File: src/rtl/att_pid_pkg.sv
// Shared definitions for the attitude PID stage: FSM states, axis indices,
// default widths and a generic signed saturation helper.
package pid_pkg;

  localparam int unsigned DEF_IN_W      = 24;
  localparam int unsigned DEF_OUT_W     = 16;
  localparam int unsigned DEF_GAIN_FRAC = 8;
  localparam int unsigned GAIN_W        = 16;
  localparam int unsigned MUL_B_W       = 33;
  localparam int unsigned PROD_W        = GAIN_W + 1 + MUL_B_W;
  localparam int unsigned SUM_W         = 48;
  localparam int unsigned ACC_W         = 32;

  localparam logic [1:0] AX_PITCH = 2'd0;
  localparam logic [1:0] AX_ROLL  = 2'd1;
  localparam logic [1:0] AX_YAW   = 2'd2;

  typedef enum logic [2:0] {
    ST_IDLE,
    ST_ERR,
    ST_P,
    ST_I,
    ST_D,
    ST_SUM,
    ST_DONE
  } pid_state_t;

  // Clip v into the w-bit signed range.
  function automatic logic signed [63:0] saturate(input logic signed [63:0] v,
                                                  input int unsigned w);
    logic signed [63:0] hi;
    logic signed [63:0] lo;
    hi = (64'sd1 <<< (w - 1)) - 64'sd1;
    lo = -(64'sd1 <<< (w - 1));
    if (v > hi) return hi;
    if (v < lo) return lo;
    return v;
  endfunction

endpackage

File: src/rtl/att_pid_if.sv
// Request/response bundle between the complementary filter, the PID stage and the mixer.
interface att_pid_if #(
  parameter int unsigned IN_W  = 24,
  parameter int unsigned OUT_W = 16
);
  logic                    pid_start;
  logic                    pid_clr;
  logic signed [IN_W-1:0]  cur_pitch;
  logic signed [IN_W-1:0]  cur_roll;
  logic signed [IN_W-1:0]  cur_yaw;
  logic signed [IN_W-1:0]  tgt_pitch;
  logic signed [IN_W-1:0]  tgt_roll;
  logic signed [IN_W-1:0]  tgt_yaw;
  logic                    busy;
  logic                    pid_done;
  logic signed [OUT_W-1:0] out_pitch;
  logic signed [OUT_W-1:0] out_roll;
  logic signed [OUT_W-1:0] out_yaw;

  modport master (
    output pid_start, pid_clr,
    output cur_pitch, cur_roll, cur_yaw, tgt_pitch, tgt_roll, tgt_yaw,
    input  busy, pid_done, out_pitch, out_roll, out_yaw
  );

  modport slave (
    input  pid_start, pid_clr,
    input  cur_pitch, cur_roll, cur_yaw, tgt_pitch, tgt_roll, tgt_yaw,
    output busy, pid_done, out_pitch, out_roll, out_yaw
  );
endinterface

File: src/rtl/att_pid_sat.sv
// Combinational signed clip from IN_W to OUT_W bits.
module sat_signed import pid_pkg::*; #(
  parameter int unsigned IN_W  = 25,
  parameter int unsigned OUT_W = 24
) (
  input  logic signed [IN_W-1:0]  din,
  output logic signed [OUT_W-1:0] dout
);

  logic signed [63:0] din_ext;

  always_comb begin
    din_ext = 64'(din);
    dout    = OUT_W'(saturate(din_ext, OUT_W));
  end

endmodule

File: src/rtl/att_pid.sv
// Three-axis attitude PID: pitch, roll, yaw processed in turn through one
// registered multiplier; saturated corrections presented together on pid_done.
module att_pid import pid_pkg::*; #(
  parameter int unsigned       IN_W      = DEF_IN_W,
  parameter int unsigned       OUT_W     = DEF_OUT_W,
  parameter int unsigned       GAIN_FRAC = DEF_GAIN_FRAC,
  parameter logic [GAIN_W-1:0] KP        = 16'd256,
  parameter logic [GAIN_W-1:0] KI        = 16'd0,
  parameter logic [GAIN_W-1:0] KD        = 16'd0,
  parameter int unsigned       INT_LIM   = 2**20
) (
  input logic      clk,
  input logic      rst_n,
  att_pid_if.slave pif
);

  localparam logic signed [ACC_W:0] LIM_P = $signed((ACC_W + 1)'(INT_LIM));
  localparam logic signed [ACC_W:0] LIM_N = -LIM_P;

  pid_state_t               state;
  logic [1:0]               ax;
  logic                     busy_q;
  logic                     done_q;
  logic                     clr_pend;
  logic signed [IN_W-1:0]   cur_q  [3];
  logic signed [IN_W-1:0]   tgt_q  [3];
  logic signed [ACC_W-1:0]  acc_q  [3];
  logic signed [IN_W-1:0]   prev_q [3];
  logic signed [OUT_W-1:0]  hold_q [3];
  logic signed [OUT_W-1:0]  out_q  [3];
  logic signed [IN_W-1:0]   e_q;
  logic signed [PROD_W-1:0] mul_q;
  logic signed [SUM_W-1:0]  p_q;
  logic signed [SUM_W-1:0]  i_q;

  logic signed [IN_W:0]      err_raw;
  logic signed [IN_W-1:0]    err_sat;
  logic signed [ACC_W:0]     acc_sum;
  logic signed [ACC_W-1:0]   acc_new;
  logic signed [IN_W:0]      d_diff;
  logic [GAIN_W-1:0]         mul_a;
  logic signed [MUL_B_W-1:0] mul_b;
  logic signed [PROD_W-1:0]  mul_a_ext;
  logic signed [PROD_W-1:0]  mul_b_ext;
  logic signed [PROD_W-1:0]  prod;
  logic signed [SUM_W-1:0]   shr;
  logic signed [SUM_W-1:0]   sum;
  logic signed [OUT_W-1:0]   sum_sat;

  always_comb begin
    err_raw = (IN_W + 1)'(tgt_q[ax]) - (IN_W + 1)'(cur_q[ax]);
    acc_sum = (ACC_W + 1)'(acc_q[ax]) + (ACC_W + 1)'(e_q);
    if (acc_sum > LIM_P)      acc_new = ACC_W'(LIM_P);
    else if (acc_sum < LIM_N) acc_new = ACC_W'(LIM_N);
    else                      acc_new = ACC_W'(acc_sum);
    d_diff = (IN_W + 1)'(e_q) - (IN_W + 1)'(prev_q[ax]);
    mul_a  = '0;
    mul_b  = '0;
    // Operands are issued one state ahead of where the scaled product is consumed.
    case (state)
      ST_P: begin mul_a = KP; mul_b = MUL_B_W'(e_q);     end
      ST_I: begin mul_a = KI; mul_b = MUL_B_W'(acc_new); end
      ST_D: begin mul_a = KD; mul_b = MUL_B_W'(d_diff);  end
      default: ;
    endcase
    mul_a_ext = $signed({{(PROD_W - GAIN_W){1'b0}}, mul_a});
    mul_b_ext = PROD_W'(mul_b);
    prod      = mul_a_ext * mul_b_ext;
    shr       = SUM_W'(mul_q >>> GAIN_FRAC);
    sum       = p_q + i_q + shr;
  end

  sat_signed #(.IN_W(IN_W + 1), .OUT_W(IN_W)) u_sat_err (.din(err_raw), .dout(err_sat));
  sat_signed #(.IN_W(SUM_W),    .OUT_W(OUT_W)) u_sat_sum (.din(sum),     .dout(sum_sat));

  always_ff @(posedge clk) begin
    if (!rst_n) begin
      state    <= ST_IDLE;
      ax       <= AX_PITCH;
      busy_q   <= 1'b0;
      done_q   <= 1'b0;
      clr_pend <= 1'b0;
      e_q      <= '0;
      mul_q    <= '0;
      p_q      <= '0;
      i_q      <= '0;
      for (int unsigned i = 0; i < 3; i++) begin
        cur_q[i]  <= '0;
        tgt_q[i]  <= '0;
        acc_q[i]  <= '0;
        prev_q[i] <= '0;
        hold_q[i] <= '0;
        out_q[i]  <= '0;
      end
    end else begin
      done_q <= 1'b0;
      if (busy_q && pif.pid_clr) clr_pend <= 1'b1;
      case (state)
        ST_IDLE: begin
          if (pif.pid_clr) begin
            for (int unsigned i = 0; i < 3; i++) begin
              acc_q[i]  <= '0;
              prev_q[i] <= '0;
            end
          end
          if (pif.pid_start) begin
            cur_q[AX_PITCH] <= pif.cur_pitch;
            cur_q[AX_ROLL]  <= pif.cur_roll;
            cur_q[AX_YAW]   <= pif.cur_yaw;
            tgt_q[AX_PITCH] <= pif.tgt_pitch;
            tgt_q[AX_ROLL]  <= pif.tgt_roll;
            tgt_q[AX_YAW]   <= pif.tgt_yaw;
            ax              <= AX_PITCH;
            busy_q          <= 1'b1;
            state           <= ST_ERR;
          end
        end
        ST_ERR: begin
          e_q   <= err_sat;
          state <= ST_P;
        end
        ST_P: begin
          mul_q <= prod;
          state <= ST_I;
        end
        ST_I: begin
          p_q       <= shr;
          mul_q     <= prod;
          acc_q[ax] <= acc_new;
          state     <= ST_D;
        end
        ST_D: begin
          i_q        <= shr;
          mul_q      <= prod;
          prev_q[ax] <= e_q;
          state      <= ST_SUM;
        end
        ST_SUM: begin
          hold_q[ax] <= sum_sat;
          if (ax == AX_YAW) begin
            out_q[AX_PITCH] <= hold_q[AX_PITCH];
            out_q[AX_ROLL]  <= hold_q[AX_ROLL];
            out_q[AX_YAW]   <= sum_sat;
            busy_q          <= 1'b0;
            done_q          <= 1'b1;
            state           <= ST_DONE;
          end else begin
            ax    <= ax + 2'd1;
            state <= ST_ERR;
          end
        end
        ST_DONE: begin
          if (clr_pend || pif.pid_clr) begin
            for (int unsigned i = 0; i < 3; i++) begin
              acc_q[i]  <= '0;
              prev_q[i] <= '0;
            end
          end
          clr_pend <= 1'b0;
          state    <= ST_IDLE;
        end
        default: state <= ST_IDLE;
      endcase
    end
  end

  assign pif.busy      = busy_q;
  assign pif.pid_done  = done_q;
  assign pif.out_pitch = out_q[AX_PITCH];
  assign pif.out_roll  = out_q[AX_ROLL];
  assign pif.out_yaw   = out_q[AX_YAW];

endmodule
File: src/flat_wrapper.sv
// flat-port wrapper written by rule: the top's interface ports become plain ports
module att_pid_flat import pid_pkg::*;
#(
  parameter int unsigned       IN_W      = DEF_IN_W,
  parameter int unsigned       OUT_W     = DEF_OUT_W,
  parameter int unsigned       GAIN_FRAC = DEF_GAIN_FRAC,
  parameter logic [GAIN_W-1:0] KP        = 16'd256,
  parameter logic [GAIN_W-1:0] KI        = 16'd0,
  parameter logic [GAIN_W-1:0] KD        = 16'd0,
  parameter int unsigned       INT_LIM   = 2**20
)
  (clk, rst_n, pif_pid_start, pif_pid_clr, pif_cur_pitch, pif_cur_roll, pif_cur_yaw, pif_tgt_pitch, pif_tgt_roll, pif_tgt_yaw, pif_busy, pif_pid_done, pif_out_pitch, pif_out_roll, pif_out_yaw);
  att_pid_if #(.IN_W(IN_W), .OUT_W(OUT_W)) pif_i ();
  input logic clk;
  input logic rst_n;
  input wire logic [$bits(pif_i.pid_start)-1:0] pif_pid_start;
  input wire logic [$bits(pif_i.pid_clr)-1:0] pif_pid_clr;
  input wire logic [$bits(pif_i.cur_pitch)-1:0] pif_cur_pitch;
  input wire logic [$bits(pif_i.cur_roll)-1:0] pif_cur_roll;
  input wire logic [$bits(pif_i.cur_yaw)-1:0] pif_cur_yaw;
  input wire logic [$bits(pif_i.tgt_pitch)-1:0] pif_tgt_pitch;
  input wire logic [$bits(pif_i.tgt_roll)-1:0] pif_tgt_roll;
  input wire logic [$bits(pif_i.tgt_yaw)-1:0] pif_tgt_yaw;
  output wire logic [$bits(pif_i.busy)-1:0] pif_busy;
  output wire logic [$bits(pif_i.pid_done)-1:0] pif_pid_done;
  output wire logic [$bits(pif_i.out_pitch)-1:0] pif_out_pitch;
  output wire logic [$bits(pif_i.out_roll)-1:0] pif_out_roll;
  output wire logic [$bits(pif_i.out_yaw)-1:0] pif_out_yaw;
  assign pif_i.pid_start = pif_pid_start;
  assign pif_i.pid_clr = pif_pid_clr;
  assign pif_i.cur_pitch = pif_cur_pitch;
  assign pif_i.cur_roll = pif_cur_roll;
  assign pif_i.cur_yaw = pif_cur_yaw;
  assign pif_i.tgt_pitch = pif_tgt_pitch;
  assign pif_i.tgt_roll = pif_tgt_roll;
  assign pif_i.tgt_yaw = pif_tgt_yaw;
  assign pif_busy = pif_i.busy;
  assign pif_pid_done = pif_i.pid_done;
  assign pif_out_pitch = pif_i.out_pitch;
  assign pif_out_roll = pif_i.out_roll;
  assign pif_out_yaw = pif_i.out_yaw;
  att_pid #(.IN_W(IN_W), .OUT_W(OUT_W), .GAIN_FRAC(GAIN_FRAC), .KP(KP), .KI(KI), .KD(KD), .INT_LIM(INT_LIM)) u_core (.clk(clk), .rst_n(rst_n), .pif(pif_i));
endmodule
File: config.mk
export PLATFORM = sky130hd
export DESIGN_NAME = att_pid_flat
export DESIGN_NICKNAME = d
export VERILOG_FILES = /design/src/rtl/att_pid_pkg.sv /design/src/rtl/att_pid_if.sv /design/src/rtl/att_pid_sat.sv /design/src/rtl/att_pid.sv /design/src/flat_wrapper.sv
export SDC_FILE = /design/constraint.sdc
export NUM_CORES = 1
export LEC_CHECK = 0
export ABC_AREA = 1
export BUFFER_PORTS_ARGS = -buffer_cell sky130_fd_sc_hd__buf_2
export CELL_PAD_IN_SITES_DETAIL_PLACEMENT = 0
export CELL_PAD_IN_SITES_GLOBAL_PLACEMENT = 1
export CORE_ASPECT_RATIO = 1.4
export CORE_UTILIZATION = 39
export CTS_BUF_LIST = sky130_fd_sc_hd__clkbuf_2 sky130_fd_sc_hd__clkbuf_4 sky130_fd_sc_hd__clkbuf_8
export DETAILED_ROUTE_END_ITERATION = 8
export GPL_ROUTABILITY_DRIVEN = 0
export PLACE_DENSITY_LB_ADDON = 0.3
export RECOVER_POWER = 25
export SLEW_MARGIN = 20
export SYNTH_ARGS = -nofsm -noshare
export SYNTH_HDL_FRONTEND = slang
export SYNTH_SLANG_ARGS = --single-unit
File: constraint.sdc
create_clock -name clk -period 4.1 [get_ports clk]
set_clock_uncertainty 0.05 [all_clocks]
set_input_delay 0.205 -clock clk [delete_from_list [all_inputs] [get_ports clk]]
set_output_delay 0.205 -clock clk [all_outputs]
set_load 0.02 [all_outputs]
[Word-level counts from Yosys, hierarchy flattened]
Memories as Yosys holds them, arrays and structs flattened. A register that Yosys moved wholly into a read port is not among the register bits.
Index checks and enable logic that the tools add are counted.
Storage, ports and cells
  memories: 6
  register bits: 145
  output and inout bits: 50
  input port bits: 148
  bits in writable memories: 408
Memories
  u_core.acc_q: depth 3, bits a word 32, rd ports 1, clocked after Yosys merged registers in 1, write ports 3, line att_pid.sv:27  | logic signed [ACC_W-1:0] acc_q [3];
  u_core.cur_q: depth 3, bits a word 24, rd ports 1, clocked after Yosys merged registers in 1, write ports 3, line att_pid.sv:25  | logic signed [IN_W-1:0] cur_q [3];
  u_core.prev_q: depth 3, bits a word 24, rd ports 1, clocked after Yosys merged registers in 1, write ports 3, line att_pid.sv:28  | logic signed [IN_W-1:0] prev_q [3];
  u_core.tgt_q: depth 3, bits a word 24, rd ports 1, clocked after Yosys merged registers in 1, write ports 3, line att_pid.sv:26  | logic signed [IN_W-1:0] tgt_q [3];
  u_core.hold_q: depth 3, bits a word 16, rd ports 2, clocked after Yosys merged registers in 0, write ports 3, line att_pid.sv:29  | logic signed [OUT_W-1:0] hold_q [3];
  u_core.out_q: depth 3, bits a word 16, rd ports 3, clocked after Yosys merged registers in 0, write ports 3, line att_pid.sv:30  | logic signed [OUT_W-1:0] out_q [3];
Cells by class
  order comparisons: 6
  multipliers: 1
  equal/unequal tests: 10
  mux-type cells: 91
  reduce and logical (&&, ||, !) cells: 11
  $add $sub $neg: 6
  bitwise gates (word level): 22
Operators with widths (number)
  24-bit 2-to-1 mux: 17
  32-bit 2-to-1 mux: 9
  16-bit 2-to-1 mux: 8
  33-bit case mux with 3 select lines: 1
  24-bit by 24-bit subtractor with 25-bit output: 2
  44-bit by 16-bit > comparator with 1-bit output (second input constant): 1
  44-bit by 16-bit < comparator with 1-bit output (second input constant): 1
  10-bit by 33-bit multiplier with 43-bit output: 1
  36-bit by 35-bit adder with 37-bit output: 1
  1-bit 2-to-1 mux: 37
  35-bit by 35-bit adder with 36-bit output: 1
  32-bit by 24-bit adder with 33-bit output: 1
  33-bit by 22-bit > comparator with 1-bit output (second input constant): 1
  33-bit by 21-bit < comparator with 1-bit output (second input constant): 1
  32-bit OR reduction: 1
  2-bit 2-to-1 mux: 13
  25-bit by 24-bit > comparator with 1-bit output (second input constant): 1
  25-bit by 24-bit < comparator with 1-bit output (second input constant): 1
  24-bit OR reduction: 1
  1-bit OR: 21
  3-bit case mux with 6 select lines: 1
  16-bit OR reduction: 1
  3-bit == test (second input constant): 3
  9-bit 2-to-1 mux: 1
  other kinds (17): 21

[Logic depth before layout (Yosys ltp)]
  word-level depth: 8
  mapped depth: 25

[Hierarchy]
Synthesis repeated with hierarchy kept, for this count alone.
Second synthesis, totals
  cell total of the unflattened synthesis: 2104
  area, all modules: 17889.7 sq um
Modules (own cells, without submodules)
  att_pid: area each 17141.4 sq um, times used 1, seq. area each 9308.9 sq um, cells an instance 1925
  sat_signed at u_core.u_sat_sum: area each 415.4 sq um, times used 1, seq. area each 0.0 sq um, cells an instance 100
  sat_signed at u_core.u_sat_err: area each 332.8 sq um, times used 1, seq. area each 0.0 sq um, cells an instance 79

[Worst setup path after synthesis]
OpenSTA, ideal clock, no wires.
  path type: register -> register
  from: reg u_core.state[1]
  to: mem u_core.cur_q[0][0], enable pin
  data arrival time: 3.763 ns
  setup time: 0.509 ns
  buffers on the path: 0
  stages on the path, launching flop included: 6
  setup slack: -0.222 ns
  cells stage by stage: dfxtp_1 > nor2_1 > inv_1 > nor2_1 > nand2_1 > nand2_1
RTL lines
  start, declared: line att_pid.sv:20  | pid_state_t state;
  start signal, assigned: line att_pid.sv:78  | state <= ST_IDLE;
  start signal, assigned: line att_pid.sv:115  | state <= ST_ERR;
  start signal, assigned: line att_pid.sv:120  | state <= ST_P;
  end, declared: line att_pid.sv:25

==> summary.txt <==
Layout
  • Register area: 9310 um2
  • Core Util, Final: 48.6%
  • Final instance area: 22800 um2
  • Share of cells above drive strength 1: 10.6%
  • Area delta synth->final: 22.9%
  • Nets: 2897
  • Area of the multi-input gates: 7600 um2
  • Fill cell count: 4581

Yosys
  • Mapped Area: 18600 um2
  • Synth top area cells: edfxtp_1 36%, dfxtp_1 14%, nor2_1 9.6%
  • Ys async rst share: 0%
  • Syn. warnings: 0
  • Post-synth top area cell: edfxtp_1
  • Top cell type's share of synthesized area: 36.2%
  • Ys flop type: edfxtp_1
  • Yosys reg bits: 353
  • Seq/Total Area, Yosys: 50.1%
  • Avg Cell Area, Syn: 8.03 um2
  • Synthesized net count: 2555
  • Post-synthesis instance total: 2314
  • EDFF count, synth: 224
  • Synth cell types: 34

Route
  • First-pass DRT Iterations: 5
  • DRC: 0
  • Initial DRC count: 688
  • Wire per inst: 14.2 um
  • Post-DRT Antenna Nets: 0
  • Detailed Route WL: 47200 um
  • Via count: 15.6k
  • Via-to-Cell Ratio: 4.70

Die
  • Core area: 47000 um2
  • Site Rows: 94
  • Die width: 186 um
  • Io pins: 198
  • Die Area: 48500 um2
  • Starting Density: 39.5%
  • Die H: 260 um

Pwr
  • Final Total Pwr: 9.93 mW
  • Power Density: 435 nW/um2
  • Worst VDD drop: 260 uV
  • P_leak: 11.0 nW

Timing
  • Post-layout min period: 3710 ps
  • Slew headroom: -15.0%
  • Final Hold Vio Count: 0
  • Slew at the pin closest to its max-slew limit: 1720 ps
  • Setup TNS after final layout: 0 ps
  • Final setup violation count: 0
  • Max frequency: 270 MHz
  • RSZ-0062 raised after global routing: no
  • Final count of pins violating max slew: 137
  • Final period util: 90.4%

Clock tree
  • Root Buffer Master: clkbuf_8
  • Clock transition at path regs: 70 ps
  • H-tree depth: 2
  • CTS Buffer Depth: 3
  • CTS tree: done
  • Worst-skew pair later-pin latency: 620 ps
  • CTS Buf Count: 54
  • Clk sinks: 353

Worst setup path
  • R2R Setup Slk: 390 ps
  • CP required: 4380 ps
  • Critical path arrival: 3990 ps
  • Endpoint type of the worst setup path: flop
  • CP Max Fanout: 17
  • Critical Path Source: u_core.i_q[1]
  • WS Path Type: reg -> reg
  • R2r endpoint: u_core.hold_q[0][0]
  • Worst R2R Start: u_core.i_q[1]
  • Path depth of the worst reg2reg path: 21
  • Crit start category: flop

Global route
  • Initial antenna violation count: 1
  • Global-route wire length before repair: 76200 um
  • Vias in the first global route: 15.7k
  • Largest net degree at the start of global routing: 93
  • Total global routing overflow: 0
  • Tot GR Track Use: 19.4%

Place
  • PortBufs: 196
  • Dpl hpwl: 33900 um
  • DP Area: 20400 um2

Worst hold path
  • Hold Path End: u_core.state[1]
  • Hold Startpoint: rst_n
  • Hold Path Cell Cnt: 4
  • Hold WC Path Type: in -> reg

Flow run
  • Number of max-cap violations: 4

Status
  • Outcome: complete, but fails checks
  • Violated checks: max-capacitance violations, max-slew violations
registers in the layout, summed over array words and instances, names as in the netlist, named ones only:
register,flops
u_core.i_q,32
u_core.pif.pid_done,1
u_core.out_q,48
u_core.e_q,24
u_core.cur_q,72
u_core.pif.busy,1
u_core.tgt_q,72
u_core.p_q,32
u_core.mul_q,32
u_core.hold_q,32
u_core.state,3
u_core.ax,2
cell usage in the layout (no fill, tap or decap), types with 3 or more instances in the layout:
cell	netlist	routed
nor2_1	477	477
nand2_1	446	444
inv_1	357	357
edfxtp_1	224	224
a21oi_1	180	180
buf_2	4	146
dlygate4sd3_1	0	145
o21ai_0	130	130
dfxtp_1	129	128
nand3_1	86	86
ha_1	59	59
clkbuf_8	0	59
clkbuf_1	78	52
fa_1	34	34
buf_4	2	27
xor2_1	23	23
nor3_1	18	18
clkbuf_4	0	16
clkinv_1	3	10
xnor2_1	9	9
nand4_1	8	8
nand2_2	9	8
clkinv_2	0	7
buf_12	0	7
clkinvlp_4	0	6
nand3b_1	5	5
a21o_1	4	4
o21bai_1	4	4
or2_2	3	3
layout make-up:
class | count | share of cell area, %
well taps | 624 | 3.42
repair buffers | 377 | 11.9
clock buffers | 75 | 4.08
multi-input cells | 1510 | 33.3
inverters | 360 | 5.92
clock inverters | 22 | 0.646
flip-flops and latches | 353 | 40.8
diodes | 1 | 0.0110
worst max path at each step:
stage	endpoint	slack, ps	cells after the start
finish	u_core.hold_q[0][0]	390	21
CTS	u_core.e_q[17]	200	19
global route	u_core.hold_q[1][2]	50	21
global placement	u_core.e_q[17]	260	20
floorplan	u_core.e_q[12]	830	22
detailed placement	u_core.e_q[17]	270	20
synthesized netlist by cell type, types with 3 or more instances:
| library cell | n |
|---|---|
| a21o_1 | 4 |
| a21oi_1 | 180 |
| buf_1 | 6 |
| buf_2 | 4 |
| clkbuf_1 | 78 |
| clkinv_1 | 3 |
| dfxtp_1 | 129 |
| edfxtp_1 | 224 |
| fa_1 | 34 |
| ha_1 | 59 |
| inv_1 | 357 |
| nand2_1 | 446 |
| nand2_2 | 9 |
| nand3_1 | 86 |
| nand3b_1 | 5 |
| nand4_1 | 8 |
| nor2_1 | 477 |
| nor3_1 | 18 |
| o21ai_0 | 130 |
| o21bai_1 | 4 |
| or2_2 | 3 |
| xnor2_1 | 9 |
| xor2_1 | 23 |
layer usage:
metal | vias to the layer above | routed length (um) | part of all wire (%) | GRT usage [%]
li1 | 7997 | - | - | -
met1 | 7174 | 18500 | 39 | 20.4
met2 | 335 | 25200 | 53 | 38.3
met3 | 98 | 1610 | 3.4 | 2.29
met4 | 0 | 1880 | 4.0 | 8.63
met5 | - | 0 | 0 | 0
repair_timing:
item                                   CTS  global route
endpoints found under the hold margin  146             0
gates resized for setup                  0             2
setup endpoints to repair                0             7
buffers inserted                         0             0
hold buffers                           145             0
logic make-up after synthesis:
logic type | share of synthesized area [%]
buf+inv | 9.22
flops | 50.1
simple gates | 22.5
fa+ha+maj | 7.63
xor+xnor | 1.51
compound gates | 9.05
power by group:
| part | internal (mW) | switching [mW] |
|---|---|---|
| registers | 4.10 | 0.121 |
| clock network | 1.54 | 1.37 |
| logic | 1.05 | 1.75 |
| total | 6.69 | 3.24 |
per-stage QoR:
stage | setup slack [ps] | cells | hold WS, ps
2_1_floorplan | 827 | 2314 | 334
3_5_place_dp | 265 | 3079 | 408
5_1_grt | 47.2 | 3322 | 124
6_report | 395 | 3322 | 112
3_3_place_gp | 263 | 3079 | 401
4_1_cts | 201 | 3321 | 86.4
worst max-delay path, cell delays in order (launching register included):
cell	delay, ps
dfxtp_1	320
fa_1	550
ha_1	270
inv_1	90
fa_1	440
nor2_1	150
o21ai_1	70
nand2_1	160
nand2_1	70
nand2_1	90
nand3b_1	160
nand2_1	120
nand2_1	50
nand2_1	60
nand3_1	70
nor2_1	110
nand3_1	100
nand2_1	120
buf_12	160
nand2_1	60
nand2_1	110
nor2_1	60
(Power assumes the default switching activity.)
